File: src/rtl/logic_unit_pipe_if.sv
// Operand/result handshake bundle for logic_unit_pipe.
// The slave modport is the unit's view; the master modport is the source/consumer side.
interface logic_unit_pipe_if #(
  parameter int WIDTH = 4,
  parameter int CNT_W = 8
);
  logic [WIDTH-1:0] in_a;
  logic [WIDTH-1:0] in_b;
  logic [2:0]       in_op;
  logic             in_valid;
  logic             in_ready;
  logic [WIDTH-1:0] out_result;
  logic             out_zero;
  logic             out_ones;
  logic             out_parity;
  logic             out_valid;
  logic             out_ready;
  logic [CNT_W-1:0] txn_count;

  modport master (
    output in_a, in_b, in_op, in_valid, out_ready,
    input  in_ready, out_result, out_zero, out_ones, out_parity, out_valid, txn_count
  );

  modport slave (
    input  in_a, in_b, in_op, in_valid, out_ready,
    output in_ready, out_result, out_zero, out_ones, out_parity, out_valid, txn_count
  );
endinterface

File: src/rtl/logic_unit_pipe.sv
// WIDTH-bit bitwise logic unit with eight operations, a two-stage valid/ready
// pipeline, registered result flags and a wrapping output-handshake counter.
module logic_unit_pipe #(
  parameter int WIDTH = 4,
  parameter int CNT_W = 8
) (
  input logic            clk,
  input logic            rst_n,
  logic_unit_pipe_if.slave bus
);

  function automatic logic [WIDTH-1:0] op_fn(
    input logic [WIDTH-1:0] a,
    input logic [WIDTH-1:0] b,
    input logic [2:0]       op
  );
    case (op)
      3'b000:  op_fn = a & b;
      3'b001:  op_fn = a | b;
      3'b010:  op_fn = a ^ b;
      3'b011:  op_fn = ~(a & b);
      3'b100:  op_fn = ~(a | b);
      3'b101:  op_fn = ~(a ^ b);
      3'b110:  op_fn = a & ~b;
      default: op_fn = a;
    endcase
  endfunction

  function automatic logic [2:0] flags_fn(input logic [WIDTH-1:0] res);
    flags_fn = {~|res, &res, ^res};
  endfunction

  logic             w_s1_load;
  logic             w_s2_load;
  logic [2:0]       w_flags_p1;
  logic             r_vld_p1;
  logic [WIDTH-1:0] r_res_p1;
  logic             r_vld_p2;
  logic [WIDTH-1:0] r_res_p2;
  logic             r_zero_p2;
  logic             r_ones_p2;
  logic             r_par_p2;
  logic [CNT_W-1:0] r_cnt;

  // A stage may load when it is empty or its contents move on this edge.
  assign w_s2_load  = !r_vld_p2 || bus.out_ready;
  assign w_s1_load  = !r_vld_p1 || w_s2_load;
  assign w_flags_p1 = flags_fn(r_res_p1);

  // Stage 1: operation result
  always_ff @(posedge clk or negedge rst_n) begin
    if (!rst_n) begin
      r_vld_p1 <= 1'b0;
      r_res_p1 <= '0;
    end else if (w_s1_load) begin
      r_vld_p1 <= bus.in_valid;
      if (bus.in_valid) r_res_p1 <= op_fn(bus.in_a, bus.in_b, bus.in_op);
    end
  end

  // Stage 2: result plus status flags
  always_ff @(posedge clk or negedge rst_n) begin
    if (!rst_n) begin
      r_vld_p2  <= 1'b0;
      r_res_p2  <= '0;
      r_zero_p2 <= 1'b0;
      r_ones_p2 <= 1'b0;
      r_par_p2  <= 1'b0;
    end else if (w_s2_load) begin
      r_vld_p2 <= r_vld_p1;
      if (r_vld_p1) begin
        r_res_p2  <= r_res_p1;
        r_zero_p2 <= w_flags_p1[2];
        r_ones_p2 <= w_flags_p1[1];
        r_par_p2  <= w_flags_p1[0];
      end
    end
  end

  always_ff @(posedge clk or negedge rst_n) begin
    if (!rst_n) begin
      r_cnt <= '0;
    end else if (r_vld_p2 && bus.out_ready) begin
      r_cnt <= r_cnt + CNT_W'(1);
    end
  end

  assign bus.in_ready   = w_s1_load;
  assign bus.out_valid  = r_vld_p2;
  assign bus.out_result = r_res_p2;
  assign bus.out_zero   = r_zero_p2;
  assign bus.out_ones   = r_ones_p2;
  assign bus.out_parity = r_par_p2;
  assign bus.txn_count  = r_cnt;

endmodule
File: src/flat_wrapper.sv
// flat-port wrapper written by rule: the top's interface ports become plain ports
module logic_unit_pipe_flat 
#(
  parameter int WIDTH = 4,
  parameter int CNT_W = 8
)
  (clk, rst_n, bus_in_a, bus_in_b, bus_in_op, bus_in_valid, bus_out_ready, bus_in_ready, bus_out_result, bus_out_zero, bus_out_ones, bus_out_parity, bus_out_valid, bus_txn_count);
  logic_unit_pipe_if #(.WIDTH(WIDTH), .CNT_W(CNT_W)) bus_i ();
  input logic clk;
  input logic rst_n;
  input wire logic [$bits(bus_i.in_a)-1:0] bus_in_a;
  input wire logic [$bits(bus_i.in_b)-1:0] bus_in_b;
  input wire logic [$bits(bus_i.in_op)-1:0] bus_in_op;
  input wire logic [$bits(bus_i.in_valid)-1:0] bus_in_valid;
  input wire logic [$bits(bus_i.out_ready)-1:0] bus_out_ready;
  output wire logic [$bits(bus_i.in_ready)-1:0] bus_in_ready;
  output wire logic [$bits(bus_i.out_result)-1:0] bus_out_result;
  output wire logic [$bits(bus_i.out_zero)-1:0] bus_out_zero;
  output wire logic [$bits(bus_i.out_ones)-1:0] bus_out_ones;
  output wire logic [$bits(bus_i.out_parity)-1:0] bus_out_parity;
  output wire logic [$bits(bus_i.out_valid)-1:0] bus_out_valid;
  output wire logic [$bits(bus_i.txn_count)-1:0] bus_txn_count;
  assign bus_i.in_a = bus_in_a;
  assign bus_i.in_b = bus_in_b;
  assign bus_i.in_op = bus_in_op;
  assign bus_i.in_valid = bus_in_valid;
  assign bus_i.out_ready = bus_out_ready;
  assign bus_in_ready = bus_i.in_ready;
  assign bus_out_result = bus_i.out_result;
  assign bus_out_zero = bus_i.out_zero;
  assign bus_out_ones = bus_i.out_ones;
  assign bus_out_parity = bus_i.out_parity;
  assign bus_out_valid = bus_i.out_valid;
  assign bus_txn_count = bus_i.txn_count;
  logic_unit_pipe #(.WIDTH(WIDTH), .CNT_W(CNT_W)) u_core (.clk(clk), .rst_n(rst_n), .bus(bus_i));
endmodule
File: config.mk
export PLATFORM = sky130hd
export DESIGN_NAME = logic_unit_pipe_flat
export DESIGN_NICKNAME = d
export VERILOG_FILES = /design/src/rtl/logic_unit_pipe_if.sv /design/src/rtl/logic_unit_pipe.sv /design/src/flat_wrapper.sv
export SDC_FILE = /design/constraint.sdc
export NUM_CORES = 1
export LEC_CHECK = 0
export CORE_MARGIN = 1
export CORE_UTILIZATION = 35
export DETAILED_ROUTE_END_ITERATION = 8
export HOLD_SLACK_MARGIN = 0.02
export SYNTH_ARGS = -nofsm -noshare
export SYNTH_HDL_FRONTEND = slang
export SYNTH_SLANG_ARGS = --single-unit
File: constraint.sdc
create_clock -name clk -period 1.42 [get_ports clk]
set_clock_uncertainty 0.05 [all_clocks]
set_input_delay 0.142 -clock clk [delete_from_list [all_inputs] [get_ports clk]]
set_output_delay 0.142 -clock clk [all_outputs]
set_load 0.005 [all_outputs]
Word-level counts from Yosys, hierarchy flattened
Index checks and enable logic that the tools add are counted.
{ "word_totals": {"ff_bits": 21, "input_bits": 15, "wordCells": 36} }
{ "classes": {"add_sub_neg": 1, "n_eq_ne": 6, "mux": 1, "n_bitwise": 8, "reduce_logical": 12} }
{ "ops": {"columns": ["operator", "count"], "rows": [
  ["one-hot mux 4 bit (7 select lines)", 1],
  ["NOT 4 bit", 4],
  ["== test 3 bit (second input constant)", 3],
  ["adder 8 x 1 -> 8 bit (second input constant)", 1],
  ["bitwise AND 4 bit", 2],
  ["== test 3 x 2 -> 1 bit (second input constant)", 2],
  ["bitwise OR 4 bit", 1],
  ["AND reduction 2 bit", 2],
  ["AND reduction 4 bit", 1],
  ["OR reduction 4 bit", 1],
  ["XOR reduction 4 bit", 1],
  ["XOR 4 bit", 1],
  ["== test 3 x 1 -> 1 bit (second input constant)", 1],
  ["logical NOT 1 bit", 3],
  ["logical NOT 3 bit", 1],
  ["logical OR 1 bit", 2],
  ["logical AND 1 bit", 1]
]} }

Logic depth before layout (Yosys ltp)
{ "depth": {"word_depth": 4, "ltp_mapped": 6} }

Least setup slack after synthesis
OpenSTA, ideal clock, no wires.
{ "synth_path": {"path_type": "input to register", "from": "input port bus_in_b[0]", "to": "register u_core.r_res_p1[0]", "setup_time_ns": 0.092, "t_arrival_ns": 1.396, "required_time_ns": 1.278, "path_slack_ns": -0.118, "path_stages": 5, "path_cell_list": "inv_1 ha_1 mux2_1 mux4_2 o31ai_2"} }
{ "synth_between": {"elab_chain_cells": 3} }
{ "synth_rtl": {"columns": ["element", "line_no", "source"], "rows": [
  ["start, declared", "flat_wrapper.sv:12", "input wire logic [$bits(bus_i.in_b)-1:0] bus_in_b;"],
  ["NOT 4 bit (tied with other cells)", "logic_unit_pipe.sv:24", "3'b110: op_fn = a & ~b;"],
  ["bitwise AND 4 bit (tied with other cells)", "logic_unit_pipe.sv:24", null],
  ["one-hot mux 4 bit (7 select lines) *", "logic_unit_pipe.sv:17", "case (op)"],
  ["end signal, assigned", "logic_unit_pipe.sv:57", "if (bus.in_valid) r_res_p1 <= op_fn(bus.in_a, bus.in_b, bus.in_op);"],
  ["end, declared", "logic_unit_pipe.sv:37", "logic [WIDTH-1:0] r_res_p1;"]
]} }
Mark *: on every way between the ends. The rest lies on a longest branch, timed or not.
A chain may end at the register's enable or synchronous reset.

Final worst setup path
{ "layout_path": {"from": "input port bus_in_b[3]", "to": "register u_core.r_res_p1[3]"} }
The elaborated chain is that of the path after synthesis.

==> summary.md <==
| Metric | Value |
|---|---|
| Status | finished clean |
| Worst R2R Start | u_core.r_vld_p1 |
| Post-route setup slack | 0.01100 ns |
| Post-synth EDFFs | 0 |
| Mapped cell area | 1376 um2 |
| Port Buffer Count | 31 |
| Hold WS | 0.1732 ns |
| Critical path launch point | bus_in_b[3] |
| Core area | 3716 um2 |
| Residual DRC | 0 |
| Minimum clock period | 1.409 ns |
| Rows | 22 |
| Vias | 1172 |
| Nets | 235 |
| LEAKAGE | 0.9705 nW |
| Pwr Density | 1058 nW/um2 |
| Arr. time, crit path | 1.52 ns |
| CTS max path bufs | 2 |
| Register Area | 528.0 um2 |
| Number of synthesized register bits | 21 |
| Critical path peak fanout | 2 |
| Ant diodes | 0 |
| CTS Hold Bufs | 0 |
| Area of the multi-input gates | 825.8 um2 |
| Top FF cell, synth | dfrtp_1 |
| Num CTS Buffers | 3 |
| Fin util | 54.75% |
| Initial antenna violation count | 0 |
| Worst Max-Slew Pin Slew | 0.3443 ns |
| Max-slew headroom | 76.99% |
| Area share of the largest cell type after synthesis | 38.18% |
| Post-synth top area cell | dfrtp_1 |
| Fin cells | 250 |
| Hold Vio Cnt, Final | 0 |
| Placed Area | 1927 um2 |
| Crit Path Class | input pin to flip-flop |
| Post-route ant nets | 0 |
| Initial core utilization | 37.04% |
| Clk sinks | 21 |
| Clk slew on worst S/H paths | 0.08 ns |
| HP Class | input pin to async pin |
| Vias in the first global route | 1162 |
| First-pass GRT wire length | 4.919 mm |
| Register area share after synthesis | 38.18% |
| Vias per std cell | 4.688 |
| Final instance area | 2034 um2 |
| Syn Area/Cell | 9.761 um2 |
| Tot Pwr | 2.152 mW |
| Die ar. | 4187 um2 |
| GRT Overall Usage | 14.89% |
| Final WL | 2.831 mm |
| CTS tree | done |
| Area Overhead vs Synth | 47.82% |
| Die Ht | 64.71 um |
| Crit start category | input pin |
| Endpoints failing setup | 0 |
| Grt total ovfl | 0 |
| Setup crit end kind | flip-flop |
| Avg WL per Cell | 11.32 um |
| Fin crit share | 99.23% |
| Post-place setup slack | -0.5445 ns |
| Most frequent cells in the layout | 28 x buf_4, 19 x clkdlybuf4s50_1, 19 x dfrtp_1 |
| Ys Warns | 0 |
| Most common cell after layout, fill and taps aside | buf_4 |
| Distinct cells, synth | 37 |
| Placed Cells | 241 |
| Largest net degree at the start of global routing | 22 |
| Filler cells | 341 |
| Peak Freq | 709.7 MHz |
| RSZ-0062 raised after global routing | true |
| Root Driver | clkbuf_8 |
| Die Wd | 64.71 um |
| Cells after synthesis | 141 |
| Worst VDD drop | 0.5393 mV |
| RD Place Congestion | 0.7567 |
| Crit path required time | 1.53 ns |
| Setup TNS | 0 ns |
| Ys async rst share | 100.0% |
| HPWL after detailed placement | 2.203 mm |
| H-tree lvl count | 1 |
| Max_cap viols | 0 |
| Synth top area cells | dfrtp_1 38%, ha_1 15%, nand2_1 4.6% |
| Slew Limit Fails | 0 |
| Worst-skew pair later-pin latency | 0.26 ns |
| 1st-iter DRT viols | 52 |
| Pre-Repair DR Iteration Count | 4 |
| Mapped Nets | 173 |
| Share of cells above drive strength 1 | 28.22% |
| Ports | 32 |
routing by layer:
| metal | vias up | GRT usage [%] | part of all wire, % |
|---|---|---|---|
| met1 | 535 | 16.88 | 43 |
| met2 | 28 | 27.34 | 52 |
| li1 | 605 | - | - |
| met3 | 4 | 1.408 | 3.2 |
| met5 | - | 0 | 0 |
| met4 | 0 | 7.500 | 1.8 |
state kept, by name, summed over array words and instances (netlist names):
signal	cells
u_core.r_vld_p1	1
u_core.bus.out_zero	1
u_core.bus.out_valid	1
u_core.r_res_p1	4
u_core.bus.txn_count	8
u_core.bus.out_result	4
u_core.bus.out_ones	1
u_core.bus.out_parity	1
final timing paths:
check                                          end  slack (ns)  cells after the start
min in group clk                u_core.r_res_p1[0]        0.31                      4
max                             u_core.r_res_p1[3]        0.01                      7
min                        u_core.bus.txn_count[6]        0.17                      2
max in group asynchronous  u_core.bus.txn_count[3]        0.92                      2
min reg2reg                u_core.bus.txn_count[7]        0.43                      1
max reg2reg                     u_core.r_res_p1[3]        0.11                      5
synth_stat cells (2+ instances only):
cell type	instances
a21oi_1	3
clkbuf_1	2
dfrtp_1	21
ha_1	17
inv_1	14
mux2i_1	5
nand2_1	17
nand2b_1	4
nand3_1	7
nand3b_1	2
nor2_1	7
nor2b_1	3
o21ai_0	7
o221ai_1	2
o311ai_0	2
xnor2_1	6
xor2_1	2
worst max-delay path: stages:
cell and delay [ns]:
clkdlybuf4s50_1 0.47, inv_1 0.08, ha_4 0.22, nor2b_1 0.10
a211oi_1 0.06, or3_1 0.35, o311ai_1 0.09
area by class of cell:
| type | instances | area share, % |
|---|---|---|
| flip-flops and latches | 21 | 25.95 |
| clock inverters | 1 | 0.2460 |
| inverters | 14 | 2.583 |
| multi-input cells | 102 | 40.59 |
| clock buffers | 3 | 2.030 |
| well taps | 48 | 2.952 |
| repair buffers | 61 | 25.65 |
power breakdown:
group / internal (mW) / leakage, nW / switching (mW) / total (mW)
logic: 0.556 / 0.686 / 0.324 / 0.880
registers: 0.762 / 0.259 / 0.126 / 0.889
clock network: 0.195 / 0.0255 / 0.188 / 0.383
total: 1.51 / 0.971 / 0.639 / 2.15
repair_timing:
item / in CTS / in global routing
setup endpoints to repair: 6 / 7
pin swaps: 7 / 1
hold endpoints to repair: 0 / 0
setup buffers: 1 / 3
cloned: 1 / 0
resized for setup: 21 / 9
kinds of logic (layout without fill, tap and decap cells):
logic type	after synthesis	count (layout)	share of synthesized area [%]
flops	21	21	38.18
fa+ha+maj	17	17	15.45
xor+xnor	8	8	5.091
simple gates	45	45	15.73
compound gates	24	24	13.09
mux	8	8	6.909
buf+inv	18	79	5.545
Power figures use the tool's default switching activity.
